`src/rtl/load_unit.sv`:
```
// load_unit: memory load engine, runs a req/ack/valid read and returns the word
// Ports:
//    clk, rst_n          clock (rising edge), synchronous active-low reset
//    ld_start, ld_addr   load command and address, taken only when idle
//    busy                high whenever a load is in progress
//    mem_rd_req          read request to data memory (REQ state)
//    mem_addr            address of the last accepted load
//    mem_rd_ack          memory accepted the request
//    mem_rd_valid        read data valid
//    mem_rd_data         read data
//    loaded_data         last successfully loaded word
//    ld_done             one-cycle completion pulse
//    ld_err              one-cycle abort flag alongside ld_done
// Optional feature: define LOAD_TIMEOUT_EN to abort loads stuck for TIMEOUT cycles.
module load_unit #(
   parameter int DATA_W  = 20,
   parameter int ADDR_W  = 20,
   parameter int TIMEOUT = 16
) (
   input  logic              clk,
   input  logic              rst_n,
   input  logic              ld_start,
   input  logic [ADDR_W-1:0] ld_addr,
   output logic              busy,
   output logic              mem_rd_req,
   output logic [ADDR_W-1:0] mem_addr,
   input  logic              mem_rd_ack,
   input  logic              mem_rd_valid,
   input  logic [DATA_W-1:0] mem_rd_data,
   output logic [DATA_W-1:0] loaded_data,
   output logic              ld_done,
   output logic              ld_err
);

   typedef enum logic [1:0] {IDLE, REQ, WAIT, DONE} state_t;

   state_t state, state_nxt;
   logic   complete;
   logic   expire;
   logic   err_q;

   // data arrives this cycle: ack+valid together in REQ, or valid in WAIT
   assign complete = (state == REQ && mem_rd_ack && mem_rd_valid) ||
                     (state == WAIT && mem_rd_valid);

`ifdef LOAD_TIMEOUT_EN
   localparam int CW = $clog2(TIMEOUT);

   logic [CW-1:0] cnt;

   // counter sits at 0 outside REQ/WAIT, so it starts from 0 on entry to REQ
   always_ff @(posedge clk) begin
      if (!rst_n)
         cnt <= '0;
      else
         cnt <= (state == REQ || state == WAIT) ? cnt + 1'b1 : '0;
   end

   // a load completing in the expiry cycle wins over the abort
   assign expire = (state == REQ || state == WAIT) && cnt == CW'(TIMEOUT - 1) && !complete;
`else
   // no timeout: wait indefinitely; TIMEOUT kept referenced so both builds share one parameter list
   assign expire = 1'b0 & (TIMEOUT >= 2);
`endif

   always_ff @(posedge clk) begin
      if (!rst_n) begin
         state       <= IDLE;
         mem_addr    <= '0;
         loaded_data <= '0;
         err_q       <= 1'b0;
      end else begin
         state <= state_nxt;
         if (state == IDLE && ld_start)
            mem_addr <= ld_addr;
         if (complete)
            loaded_data <= mem_rd_data;
         err_q <= expire;
      end
   end

   always_comb begin
      state_nxt = state;
      case (state)
         IDLE:    state_nxt = ld_start ? REQ : IDLE;
         REQ:     state_nxt = (complete || expire) ? DONE : (mem_rd_ack ? WAIT : REQ);
         WAIT:    state_nxt = (complete || expire) ? DONE : WAIT;
         default: state_nxt = IDLE;
      endcase
   end

   // outputs decode the state register only, so they are glitch-free and registered
   always_comb begin
      busy       = state != IDLE;
      mem_rd_req = state == REQ;
      ld_done    = state == DONE;
      ld_err     = state == DONE && err_q;
   end

endmodule

```
`config.mk`:
```
export PLATFORM = sky130hd
export DESIGN_NAME = load_unit
export DESIGN_NICKNAME = d
export VERILOG_FILES = /design/src/rtl/load_unit.sv
export SDC_FILE = /design/constraint.sdc
export NUM_CORES = 1
export LEC_CHECK = 0
export BUFFER_PORTS_ARGS = -buffer_cell sky130_fd_sc_hd__buf_2
export CAP_MARGIN = 25
export CORE_MARGIN = 8
export CORE_UTILIZATION = 45
export CTS_CLUSTER_DIAMETER = 150
export DETAILED_ROUTE_END_ITERATION = 7
export PLACE_DENSITY_LB_ADDON = 0.15
export SYNTH_ARGS = -nofsm -noshare
export SYNTH_HDL_FRONTEND = slang
export SYNTH_SLANG_ARGS = --single-unit
```
`constraint.sdc`:
```
create_clock -name clk -period 1.6 [get_ports clk]
set_input_delay 0.08 -clock clk [delete_from_list [all_inputs] [get_ports clk]]
set_output_delay 0.08 -clock clk [all_outputs]
set_load 0.02 [all_outputs]
```
[Word-level counts from Yosys, hierarchy flattened]
Index checks and enable logic that the tools add are counted.
Cells by class
  equal/unequal tests: 3
  mux-type cells: 5
  reductions and logical operators: 7
Operators by type and width (number)
  $pmux 2 s3: 1
  $eq 2x2->1 const B: 2
  $logic_and 1x1->1: 4
  $mux 2: 2
  $eq 2x1->1 const B: 1
  $logic_not 2->1: 1
  $mux 1: 2
  $reduce_bool 2->1: 1
  $logic_or 1x1->1: 1
Word-level totals
  flip-flop bits (word level): 42
  bits of input ports: 45
  output and inout bits: 44
  word-level logic and storage cells: 18

[Logic depth before layout (Yosys ltp)]
  depth in word-level cells: 6
  mapped depth: 5
  mapped depth without buffers: 3

[Least setup slack after synthesis]
Ideal clock, no wire load.
  path kind: flip-flop to flip-flop
  from: register state[1]
  to: register mem_addr[6]
  library setup time: 118 ps
  arrival: 1070 ps
  data required time: 1482 ps
  slack: 411 ps
  cell stages (with the launch flop): 6
  path buffers: 2
  period minus slack after synthesis: 1189 ps
  cells stage by stage: dfxtp_1 buf_6 or3b_4 buf_6 nand2_2 a21boi_2
Between the ends
  longest elaborated chain between the ends: 2
Ends and longest elaborated chain
  start, declared: line 37  | state_t state, state_nxt;
  start signal, assigned: line 73  | state <= state_nxt;
  $logic_not 2->1: line 74  | if (state == IDLE && ld_start)
  $logic_and 1x1->1: line 74
  end signal, assigned: line 75  | mem_addr <= ld_addr;
  end, declared: line 26  | output logic [ADDR_W-1:0] mem_addr,
No other way between the ends.
A chain may end at the register's enable or synchronous reset.

[Final worst setup path]
  from: register state[1]
  to: register mem_addr[13]
The elaborated chain is that of the path after synthesis.

==> metrics.csv <==
stage;metric;value;unit
status;status;finished, final reports clean;
floorplanning;Ports;89;
timing;fin crit share;0.810;
clock_network;post-CTS setup buffers;0;
layout;Multi-input gate area;892;um2
route;uppermost layer routed;met4;
grt;first-pass GRT wire length;6570;um
power;static leakage;1.09;nW
grt;GRT overflow;0;
clock_network;TritonCTS clock tree;yes;
timing;Final Slew Violations;0;
power;PwrDens;942;nW/um2
yosys;warnings from Yosys;0;
clock_network;clock slew seen by the registers of the worst setup and hold paths;0.07;ns
timing;fmax;0.772;GHz
placement;Placement Setup Slack;0.312;ns
floorplanning;# rows;23;
hold_path;Hold Path Class;in2reg;
timing;final setup violation count;0;
route;met3 WL post-DR;470;um
route;M1 WL;1660;um
grt;total track usage;0.128;
power;worst vdd ir;0.599;mV
floorplanning;Die Y-Extent;79.8;um
clock_network;CTS Buffer Depth;2;
clock_network;# hold bufs at CTS;0;
worst_setup_path;CP Max Fanout;20;
route;initial DRC count;66;
grt;largest net degree at the start of global routing;63;
power;Power Total;0.00222;W
layout;layout cells sized above 1;0.507;
run;max-cap violation count;0;
placement;# port buffers;87;
layout;non-filler cells in the finished layout;324;
timing;RSZ-0062 raised after global routing;no;
worst_setup_path;Worst Setup Path Type;reg2reg;
clock_network;post-CTS sizing;0;
worst_setup_path;CP peak stage delay;0.59;ns
route;Final ANT Viol Nets;0;
timing;minimum clock period;1.30;ns
yosys;Yosys reg bits;42;
worst_setup_path;Cell Chain, Critical Path;or3b_4 -> nand2_2 -> a21boi_2;
worst_setup_path;crit path DAT;1.47;ns
layout;register area;841;um2
route;WL met2;1910;um
clock_network;CTS Buf Count;5;
yosys;synthesized area per cell;9.55;um2
floorplanning;Core Region;3970;um2
floorplanning;chip width;79.8;um
placement;DP Wirelength;2980;um
yosys;Post-Syn Area;1830;um2
floorplanning;Starting Density;0.462;
clock_network;CTS Sinks;42;
route;DR vias;1458;
route;wire per inst;12.6;um
route;drt first pass iters;4;
route;vias per inst;4.50;
yosys;synthesized instance count;192;
clock_network;clock root buffer master;clkbuf_8;
layout;Final nets;319;
timing;clock skew;0.00336;ns
clock_network;Worst-Skew Late Latency;0.29;ns
layout;Layout area overhead;28.4;%
placement;dpl cells;317;
worst_setup_path;Req. time, crit path;1.78;ns
grt;initial antenna violation count;0;
timing;final hold violations;0;
yosys;register area share after synthesis;0.458;
worst_setup_path;CP Launch Type;flop;
placement;GPL Wtd Cong;0.671;
worst_setup_path;Slowest-stage cell, CP;or3b_4;
clock_network;Clock H-tree levels;2;
worst_setup_path;critical path capture point type;flop;
worst_setup_path;r2r setup slk;0.30;ns
floorplanning;die area;6380;um2
layout;diode count;0;
timing;Final TNS setup;0;ns
layout;# fillers;388;
timing;PnR worst setup slack;0.304;ns
worst_setup_path;Critical path buffers and inverters;0;
worst_setup_path;CP top delay family;simple AND/OR/NAND/NOR gates;
route;final wirelength;4090;um
yosys;Mapped Nets;237;
route;DRC;0;
yosys;Unique masters post-synth;20;
grt;vias in the first global route;1484;
[where the power goes]
group	internal [W]	leakage [nW]	switching (W)	total [W]
clock network	0.000300	0.0383	0.000323	0.000623
registers	0.00111	0.343	0.0000417	0.00115
logic	0.000187	0.708	0.000258	0.000445
total	0.00160	1.09	0.000622	0.00222
[cell usage after synthesis (all sizes together)]
library cell,n,area (um2)
nand3b,1,7.51
or2,1,6.26
or3b,1,11.3
buf,9,78.8
dfxtp,42,841
nor3b,1,12.5
mux2i,21,210
nand2b,2,12.5
o211a,1,10.0
a2bb2oi,1,8.76
nand2,81,357
a21boi,20,225
conb,1,3.75
and2,2,12.5
clkbuf,6,22.5
nor2b,1,6.26
o21ai,1,8.76
[area by class of cell]
cell class / count / share of cell area
multi-input combinational: 135 / 0.379
clock buffer: 7 / 0.0324
sequential: 42 / 0.357
tap: 50 / 0.0266
timing repair buffer: 90 / 0.205
[logic make-up (layout without fill, tap and decap cells)]
kind of cell | count (synthesis) | after routing | synth area share
compound gates | 23 | 23 | 0.138
buf+inv | 15 | 97 | 0.0552
flops | 42 | 42 | 0.458
mux | 21 | 21 | 0.115
other cells | 1 | 1 | 0.00204
simple gates | 90 | 90 | 0.232
[placed cells by master, fill, tap and decap left out]
cell / netlist / layout
a21boi_2: 20 / 20
nor3b_2: 1 / 1
nand2_2: 21 / 21
buf_2: 3 / 87
dfxtp_1: 42 / 42
nor2b_1: 1 / 1
and2_1: 2 / 2
nand2b_1: 2 / 2
nand2_1: 60 / 60
clkbuf_1: 6 / 2
or2_1: 1 / 1
buf_4: 1 / 1
o21ai_2: 1 / 1
conb_1: 1 / 1
nand3b_1: 1 / 1
mux2i_1: 21 / 21
or3b_4: 1 / 1
clkbuf_8: 0 / 5
buf_12: 0 / 2
a2bb2oi_1: 1 / 1
o211a_1: 1 / 1
[sequential cells by signal, indices dropped and copies added (netlist names)]
register     flops
loaded_data     20
mem_addr        20
state            2
[stage by stage]
| stage | cell area (um2) | hold slack (ns) | util |
|---|---|---|---|
| 2_1_floorplan | 1830 | 0.222 | - |
| 3_3_place_gp | 2280 | 0.328 | 0.574 |
| 3_5_place_dp | 2280 | 0.333 | 0.574 |
| 4_1_cts | 2350 | 0.0167 | 0.593 |
| 5_1_grt | 2350 | 0.0105 | 0.593 |
| 6_report | 2350 | 0.0285 | 0.593 |
[metal layers]
| metal | vias to the layer above | global-route usage |
|---|---|---|
| met2 | 50 | 0.217 |
| met1 | 630 | 0.132 |
| li1 | 773 | - |
| met4 | 0 | 0.0382 |
| met3 | 5 | 0.0709 |
| met5 | - | 0 |
[worst min-delay path, cell delays in order]
cell,delay [ns]
buf_2,0.09
nand2_1,0.04
mux2i_1,0.05
[worst paths after layout]
check	startpoint	endpoint	depth (start not counted)
hold / removal	mem_rd_data[7]	loaded_data[7]$_SDFFE_PN0P_	3
setup reg to reg	state[1]$_SDFF_PN0_	mem_addr[13]$_SDFFE_PN0P_	3
hold reg to reg	loaded_data[1]$_SDFFE_PN0P_	loaded_data[1]$_SDFFE_PN0P_	2
setup / recovery	state[1]$_SDFF_PN0_	mem_addr[13]$_SDFFE_PN0P_	3
Note: power is estimated with default switching activity, not from simulation.
